<file path="config.mk">
export PLATFORM = sky130hd
export DESIGN_NAME = register_file_2r1w
export DESIGN_NICKNAME = d
export VERILOG_FILES = /design/src/rtl/register_file_2r1w.sv
export SDC_FILE = /design/constraint.sdc
export NUM_CORES = 1
export LEC_CHECK = 0
export CAP_MARGIN = 5
export CORE_MARGIN = 1
export CORE_UTILIZATION = 30
export DETAILED_ROUTE_END_ITERATION = 8
export DONT_BUFFER_PORTS = 1
export PLACE_DENSITY = 0.51
export SYNTH_ARGS = -nofsm -noshare
export SYNTH_HDL_FRONTEND = slang
export SYNTH_SLANG_ARGS = --single-unit
</file>
<file path="constraint.sdc">
create_clock -name clk -period 3.2 [get_ports clk]
set_input_delay 0.8 -clock clk [delete_from_list [all_inputs] [get_ports clk]]
set_output_delay 0.8 -clock clk [all_outputs]
set_load 0.02 [all_outputs]
</file>
<file path="src/rtl/register_file_2r1w.sv">
// register_file_2r1w: DEPTH-entry register bank with one write port and two
// independent registered read ports. Reads are write-first: a read of the
// address being written this cycle returns the new data. An optional
// hardwired-zero entry 0 drops writes and always reads back as zero.
// A read port with its enable low holds its last value, including when the
// entry it last read is rewritten.
module register_file_2r1w #(
  parameter int                      DATA_WIDTH  = 16,
  parameter int                      ADDR_WIDTH  = 3,
  parameter int                      ZERO_REG    = 1,
  parameter logic [DATA_WIDTH-1:0]   RESET_VALUE = '0
) (
  input  logic                  clk,
  input  logic                  rst,
  input  logic                  we,
  input  logic [ADDR_WIDTH-1:0] waddr,
  input  logic [DATA_WIDTH-1:0] wdata,
  input  logic                  re_a,
  input  logic [ADDR_WIDTH-1:0] raddr_a,
  output logic [DATA_WIDTH-1:0] rdata_a,
  input  logic                  re_b,
  input  logic [ADDR_WIDTH-1:0] raddr_b,
  output logic [DATA_WIDTH-1:0] rdata_b
);

  localparam int DEPTH = 2 ** ADDR_WIDTH;

  // Power-up contents are zero, like the single register this replaces.
  logic [DATA_WIDTH-1:0] r_mem [DEPTH] = '{default: '0};
  logic [DATA_WIDTH-1:0] r_rdata_a = '0;
  logic [DATA_WIDTH-1:0] r_rdata_b = '0;

  logic                  w_zero_en;
  logic                  w_wr_eff;
  logic [DATA_WIDTH-1:0] w_val_a;
  logic [DATA_WIDTH-1:0] w_val_b;

  assign w_zero_en = (ZERO_REG != 0);

  // A write is effective unless it targets the hardwired-zero entry.
  assign w_wr_eff = we && !(w_zero_en && (waddr == '0));

  // Resolve the value each read port would capture: zero entry first,
  // then same-cycle write forwarding, then the stored entry.
  always_comb begin
    w_val_a = r_mem[raddr_a];
    if (w_zero_en && (raddr_a == '0)) begin
      w_val_a = '0;
    end else if (w_wr_eff && (waddr == raddr_a)) begin
      w_val_a = wdata;
    end

    w_val_b = r_mem[raddr_b];
    if (w_zero_en && (raddr_b == '0)) begin
      w_val_b = '0;
    end else if (w_wr_eff && (waddr == raddr_b)) begin
      w_val_b = wdata;
    end
  end

  // Storage update: reset loads every entry, otherwise one effective write.
  always_ff @(posedge clk) begin
    if (rst) begin
      for (int i = 0; i < DEPTH; i++) begin
        r_mem[i] <= (w_zero_en && (i == 0)) ? '0 : RESET_VALUE;
      end
    end else if (w_wr_eff) begin
      r_mem[waddr] <= wdata;
    end
  end

  // Read-port registers: capture on enable, hold otherwise.
  always_ff @(posedge clk) begin
    if (rst) begin
      r_rdata_a <= RESET_VALUE;
      r_rdata_b <= RESET_VALUE;
    end else begin
      if (re_a) begin
        r_rdata_a <= w_val_a;
      end
      if (re_b) begin
        r_rdata_b <= w_val_b;
      end
    end
  end

  assign rdata_a = r_rdata_a;
  assign rdata_b = r_rdata_b;

endmodule

</file>
---- After elaboration in Yosys (flattened, before gate mapping) ----
Memories as Yosys holds them, arrays and structs flattened.
Index checks and enable logic that the tools add are counted.
word-level totals
  RAM bits ................................ 128
  word-level logic and storage cells ...... 25
  memories ................................ 1
  register bits after elaboration ......... 32
memories
  memory  depth  bits a word  read ports  clocked after memory_dff  wr ports  RTL line  text
  r_mem   8      16           2           0                         8         29        logic [DATA_WIDTH-1:0] r_mem [DEPTH] = '{default: '0};
cells by class
  reduce and logical (&&, ||, !) cells .... 8
  eq/ne operators ......................... 2
  muxes and demuxes ....................... 12
operator list
  operator             count
  16-bit 2-to-1 mux    5
  16-bit OR reduction  1
  3-bit zero test      3
  3-bit equality test  2
  1-bit 2-to-1 mux     6
  1-bit logical AND    3
  3-bit 2-to-1 mux     1
  1-bit zero test      1

---- Depth between registers and ports, before layout ----
Gate-level depths: netlist of the first run.
  depth after elaboration ................. 8
  mapped depth ............................ 7

---- Least setup slack after synthesis of the first run ----
No wires, ideal clock.
  kind .................................... input -> register
  from .................................... input port waddr[1]
  to ...................................... memory r_mem[2][0] (enable)
  path buffers ............................ 1
  arrival ................................. 2364 ps
  path slack .............................. 425 ps
  stages .................................. 3
  data required time ...................... 2789 ps
  library setup time ...................... 411 ps
  cells stage by stage .................... buf_6 or2b_1 o21ai_0
RTL lines
  element          RTL line  text
  start, declared  16        input logic [ADDR_WIDTH-1:0] waddr,
  end, declared    29

==> results summary, run 1 <==
The most area-hungry cell type in the Yosys netlist is edfxtp_1. Setup repair after global routing left no endpoint under its margin. The total wire length came out at 22500 µm. The post-route DRC violation count came out at 0. In the finished design, the share of the clock period the worst path needs comes to 0.701. The setup violation total in the final timing report is 0. At the end of routability-driven placement, the weighted congestion stood at between 0.7 and 0.8. The endpoint identified for the worst register-to-register timing path is rdata_b[8].

Summed over all failing endpoints, the final setup total negative slack is 0 ps. The count of buffers added on input and output ports is 0. In the post-synthesis netlist, the cell with the most instances is edfxtp_1. The final layout net count is 562. The wire length of the first global-routing pass is 33300 µm. The worst hold path terminates at r_mem[0][1]. The area added between synthesis and finish came out at 13.0%.

The post-route antenna net violation count is 0. The sequential area share after synthesis is 0.563. The total count of max-transition violations in the final report is 0. Along the worst path, the maximum fanout reaches 21. The hold-fix buffer count after cts is 0.

STA puts the critical path data arrival time at 2310 ps. The die is ~160 µm tall. Clock tree synthesis inserted a total of 17 buffers.

Of the total synthesized cell area, the portion taken by XOR and XNOR cells is 0.00754. The total number of vias came out at 4714. The worst path in the final design needs a cycle of ~2200 ps, including I/O delays and setup.

The final number of hold-violating endpoints came to 0. The startpoint identified for the worst hold timing path is rst. The actual slew at the worst max-slew pin came out at about 1000 ps. The number of detailed-routing iterations run before antenna repair came out at 4. The longest clock path from root to sink contains 2 buffers.

Headroom to the max-slew limit came out at 0.300. The clock net in this run drives a total of 160 sinks. The core box area came out at 26100 µm². The post-synthesis mux area share came out at 0.221. The pin count of the biggest net entering global routing came out at 35. Timing would allow up to 0.446 GHz.

The synthesized netlist occupies a cell area of 7960 µm². The number of rows in the core area is 59. In this run the clock root is driven by a clkbuf_16. STA classifies the critical path endpoint as a flop. Among all flip-flop cells after synthesis, the most frequent one is edfxtp_1.

After clock tree synthesis, the clock-pin slew on the worst setup and hold paths is 70 ps. The share of synthesized area in the top cell type comes to 0.483. The worst hold path belongs to the class in -> reg. In the synthesized netlist, the cells that appear most often are edfxtp_1, and2_1, mux4_2.

Of the total synthesized cell area, the portion taken by full adders, half adders and majority gates is 0. The synthesized-area fraction occupied by and/or/nand/nor cells came out at 0.128. The via density per instance is 5.36. Between clock sinks in the finished design, the worst skew comes to ~6.6 ps. The count of state elements after synthesis is 160. The wire length per cell after detailed routing came out at 25.6 µm.

The residual overflow from global routing is 0. In this run, post-CTS repair resized a total of 0 instances. In this run the power density over the cells is 539 nW/µm². The worst register-to-register path begins at r_mem[3][8].

The worst-case register-to-register setup slack came out at about 1600 ps. After synthesis, the largest family of logic cells by area is multiplexers. The number of cells on the worst hold path came out at 0. Clock latency on the worst-skew pair, taken at its later pin, is about 420 ps. In the global route stage, overall resource usage came out at 0.174. Of the cells placed in the final design, the portion with a size suffix greater than 1 is 0.251. The overall power consumption is 4.85 mW.

The share of synthesized registers carrying an async set or reset is 0. The area of the die is 27200 µm². 62 I/O pins were placed.

The cell count of the worst reg-to-reg path is 4. The starting density of the core came out at 0.306. The worst IR drop on VDD is 382 µV. The static power due to leakage came out at roughly 3.1 nW.

The number of enable-type register cells in the synthesized netlist is 128. The final worst hold slack is 494 ps. The number of fillers in the final layout is approximately 2500. The number of maximum-capacitance violations is 0. By area the synthesized netlist is led by edfxtp_1, mux4_2, and2_1. The number of antenna diodes in the final layout is 0. The critical path in this run is classified as in -> reg.

The worst path required time came out at 3270 ps. The number of setup buffers added after CTS is 0. The count of warnings emitted by yosys came out at 0. The post-synthesis compound-gate area fraction came out at 0.0500.

The number of DRC markers after the initial detailed-route iteration is 338. STA classifies the critical path startpoint as a primary input. The initial antenna violation count came to 0. Measured along the x axis, the die boundary spans about 160 µm. The number of global-route vias before repair is 5084. The post-detailed-placement half-perimeter wirelength is about 15000 µm. Tracing the worst setup path back leads to its startpoint at rst. The average cell area after synthesis came out at 15.6 µm². The post-synthesis instance total is a little over 500.

The run finished with clean final reports. TritonCTS built the clock tree. The maximum level of the CTS H-tree came out at 4. The number of distinct library cell variants in the gate-level netlist after synthesis came out at 32.
==> cell usage in the layout, fill, tap and decap left out <==
| master | n |
|---|---|
| mux2i_1 | 32 |
| nor3_1 | 33 |
| buf_4 | 28 |
| xor2_2 | 1 |
| nor4_4 | 2 |
| nand2_1 | 1 |
| nor2_1 | 8 |
| conb_1 | 16 |
| edfxtp_1 | 128 |
| and2_1 | 112 |
| o311ai_4 | 1 |
| xor2_1 | 5 |
| a221o_1 | 32 |
| clkbuf_1 | 1 |
| bufinv_16 | 1 |
| o31ai_4 | 1 |
| clkbuf_16 | 17 |
| nand2b_1 | 1 |
| clkinv_4 | 7 |
| and4bb_1 | 1 |
| o21ai_2 | 6 |
| nor2_4 | 1 |
| or2b_1 | 1 |
| clkinv_2 | 5 |
| nand3b_1 | 2 |
| or4_4 | 1 |
| or2_2 | 1 |
| clkinv_1 | 2 |
| dfxtp_1 | 32 |
| nor3_2 | 1 |
| mux4_2 | 64 |
| nand3_1 | 1 |
==> final cells by class <==
| type | count | area (µm²) | share of cell area |
|---|---|---|---|
| Timing Repair Buffer | 28 | 210 | 0.0234 |
| Clock buffer | 18 | 429 | 0.0477 |
| Clock inverter | 14 | 120 | 0.0134 |
| Inverter | 1 | 3.75 | 0.000417 |
| Multi-Input combinational cell | 324 | 3330 | 0.370 |
| Sequential cell | 160 | 4480 | 0.498 |
| Tap cell | 335 | 419 | 0.0466 |
==> cells by family after synthesis <==
logic type,count (synthesis)
other cells,1
compound gates,40
buf+inv,40
simple gates,166
mux,96
flops,160
xor+xnor,6
==> routing by layer <==
metal | global-route usage | wire (µm) | up-vias
met5 | 0 | 0 | -
met4 | 0.0705 | 654 | 0
met2 | 0.316 | 12000 | 156
li1 | - | - | 2050
met3 | 0.0291 | 937 | 37
met1 | 0.201 | 8870 | 2471
==> critical path, cell delays in order <==
cell      delay (ps)
clkinv_1          50
nand3_1          100
nor3_2           800
or2_2            540
==> worst max path at each step <==
stage / end / slack (ps)
6_report: r_mem[4][4] / 960
5_1_grt: r_mem[4][4] / 880
4_1_cts: r_mem[4][10] / 920
3_5_place_dp: r_mem[4][0] / 480
3_3_place_gp: r_mem[4][0] / 520
2_1_floorplan: r_mem[2][0] / 420
==> where the power goes <==
group	leakage (nW)	switching (mW)	internal, mW	total [mW]
Clock	0.275	0.832	1.07	1.90
Combinational	1.35	0.176	0.243	0.419
Sequential	1.49	0.138	2.39	2.53
==> sequential cells by signal, indices dropped and copies added, names as in the netlist <==
name,flops
r_mem,128
rdata_a,16
rdata_b,16
==> per-stage QoR <==
stage | area, µm² | worst slack [ps] | utilization | instances
final | 9000 | 957 | 0.345 | 880
after detailed placement | 8450 | 481 | 0.324 | 848
after global routing | 9000 | 875 | 0.345 | 880
after global placement | 8450 | 523 | 0.324 | 848
after floorplan | 8020 | 425 | - | 524
after CTS | 9000 | 915 | 0.345 | 880
Note: power is estimated with default switching activity, not from simulation.
==> inputs of run 2 (changes only) <==
==> constraint.sdc (replaced) <==
create_clock -name clk -period 2.3 [get_ports clk]
set_input_delay 0.575 -clock clk [delete_from_list [all_inputs] [get_ports clk]]
set_output_delay 0.575 -clock clk [all_outputs]
set_load 0.02 [all_outputs]
==> results summary, run 2 (synthesis gave the netlist of run 1 again) <==
The run finished with clean final reports. In this run the static leakage power is 3.12 nW. The min-delay analysis places its worst path in the category in -> reg. The logic depth of the worst path, buffers included is 4. The critical path startpoint is r_mem[7][7].

The top-level port count came out at 62. The total area inside the core boundary comes to between 20000 and 30000 µm². Summing all multi-input logic gate instances after layout gives between 3000 and 4000 µm².

The number of buffers on the longest clock path came out at 2. The wire length per cell after detailed routing came out at approximately 26 µm. The layout has approximately 2400 filler cells.

The largest stage delay on the critical path came out at between 400 and 500 ps. The starting density of the core is 0.306. The total wire length came out at 22500 µm. The number of flip-flops under the largest register name is approximately 130. The worst path required time came out at ~2600 ps. The launching point of the worst reg2reg path is r_mem[7][7]. The data arrival time of the worst path is around 1900 ps. The hold-fix buffer count after cts came out at 0. The initial antenna violation count is 0.

The die is between 150 and 200 µm wide. Power spread over the standard cell area amounts to 789 nW/µm². The die covers 27200 µm². Counting tap cells, the placed design contains a total of 843 instances. The overall track demand over capacity in global routing came out at 0.176. The number of maximum-capacitance violations came out at 0. The maximum level of the CTS H-tree came out at 4. The cell area reported after detailed placement came out at 8420 µm². For the worst-skew pair, the clock arrives at the later sink with an insertion delay of 430 ps.

The worst setup path is captured at a flop. The number of setup buffers added after CTS is 0. In the finished design, the share of the clock period the worst path needs comes to 0.686. The cell sitting at the root of the clock tree is a clkbuf_16. The critical path is of the reg -> reg type. The total number of vias came out at 4602. The type of origin of the critical path is a flop.

The number of I/O port buffers is 0. The upper clock frequency limit came out at about 0.63 GHz. The final estimated routing congestion in global placement came out at between 0.7 and 0.8. After global routing the overflow that remains totals 0. The finished layout holds about 900 standard cells, fillers aside. The total clock buffers created by CTS is 17. The number of global-route vias before repair is 4989.

In the final layout, the share of cells above drive strength 1 is 0.237. Before CTS, the worst setup slack after placement is 333 ps. TritonCTS built the clock tree. The post-route DRC violation count is 0. The first global-routing pass estimated 33400 µm of wire.

The final layout net count is between 500 and 600. Setup repair after global routing left no endpoint under its margin. The worst-path cell with the longest stage delay is mux4_2. The number of DRC markers after the initial detailed-route iteration is 394. The floorplan has 59 rows.

The setup violation total in the final timing report is 0. The actual slew at the worst max-slew pin is 551 ps. The worst IR drop on VDD is 585 µV. Post-CTS repair changed the size of 0 cells. The post-detailed-placement half-perimeter wirelength came out at 13500 µm. The worst hold path passes through 0 cells. The die height came out at 165 µm.

The startpoint identified for the worst hold timing path is rst. The area added between synthesis and finish is 13.8%. With fillers left out, the area of the finished cells amounts to roughly 9100 µm². The number of buffers and inverters on the critical path is 0. The cell count of the worst reg-to-reg path came out at 4.

The worst path in the final design needs a cycle of 1580 ps, including I/O delays and setup. The pin count of the biggest net entering global routing is 35. The number of antenna repair diodes is 0. The relative max-transition margin is 0.633. The number of detailed-routing iterations run before antenna repair came out at 4. The least setup slack across all paths after layout is 722 ps. The clock-pin slew on the worst setup and hold paths is 60 ps. The total count of max-transition violations in the final report is 0. Grouping stages by cell kind, the critical path spends the most delay in multiplexers. The clock arrives with about 11 ps of skew.

The sequential cell area came out at roughly 4500 µm². The post-route antenna net violation count came out at 0. The library cell used most frequently in the layout, excluding fill and tap cells, is edfxtp_1. Ranked by flip-flop count, first place goes to r_mem. The critical-path maximum fanout is 2. The number of clock sinks seen by CTS came out at 160. The final number of hold-violating endpoints is 0. In the layout the commonest cells are edfxtp_1, and2_1, mux4_2. Walking the worst path, the cells encountered are mux4_2 -> mux2i_1 -> nor3_1 -> a221o_1. The via density per instance came out at between 5 and 6.
-- run 2: cell count changes in the layout (fill, tap and decap cells not counted) --
cell	before	now
clkinvlp_4	0	5
buf_12	0	3
clkinv_1	2	1
o21ai_1	0	6
bufinv_16	1	4
clkinv_2	5	1
clkinv_4	7	2
inv_8	0	1
buf_4	28	20
o21ai_2	6	0
inv_6	0	2
clkbuf_1	1	0
-- run 2: layer usage --
metal  global-route usage  up-vias  wire [µm]
met5                    0        -          0
met4               0.0550        0        363
met3               0.0532       26       1540
met2                0.316      134      11900
met1                0.200     2402       8680
li1                     -     2040          -
-- run 2: cell type report --
cell class	count	share of cell area
well taps	335	0.0463
clock inverters	15	0.0231
multi-input cells	324	0.365
flip-flops and latches	160	0.495
repair buffers	23	0.0232
inverters	1	0.000414
clock buffers	17	0.0470
-- run 2: where the power goes --
part / switching (mW) / internal (mW)
combinational: 0.238 / 0.334
clock: 1.22 / 1.83
sequential: 0.191 / 3.33
total: 1.65 / 5.50
-- run 2: worst paths after layout --
| path | slack (ps) | endpoint |
|---|---|---|
| max | 720 | rdata_b[7] |
| min | 260 | r_mem[0][15] |
| min reg2reg | 660 | rdata_b[14] |
| max reg2reg | 720 | rdata_b[7] |
-- run 2: metrics by stage --
step	util	total power, mW	hold WS, ps	setup TNS, ps
after CTS	0.348	7.20	241	0
final	0.348	7.15	257	0
after global placement	0.323	4.15	650	0
after detailed placement	0.323	4.17	653	0
after floorplan	-	4.04	622	-8010
after global routing	0.348	7.38	237	0
-- run 2: worst register-to-register path, stage by stage (launching register included) --
cell and delay [ps]:
edfxtp_1 390, mux4_2 470, mux2i_1 260, nor3_1 80, a221o_1 260
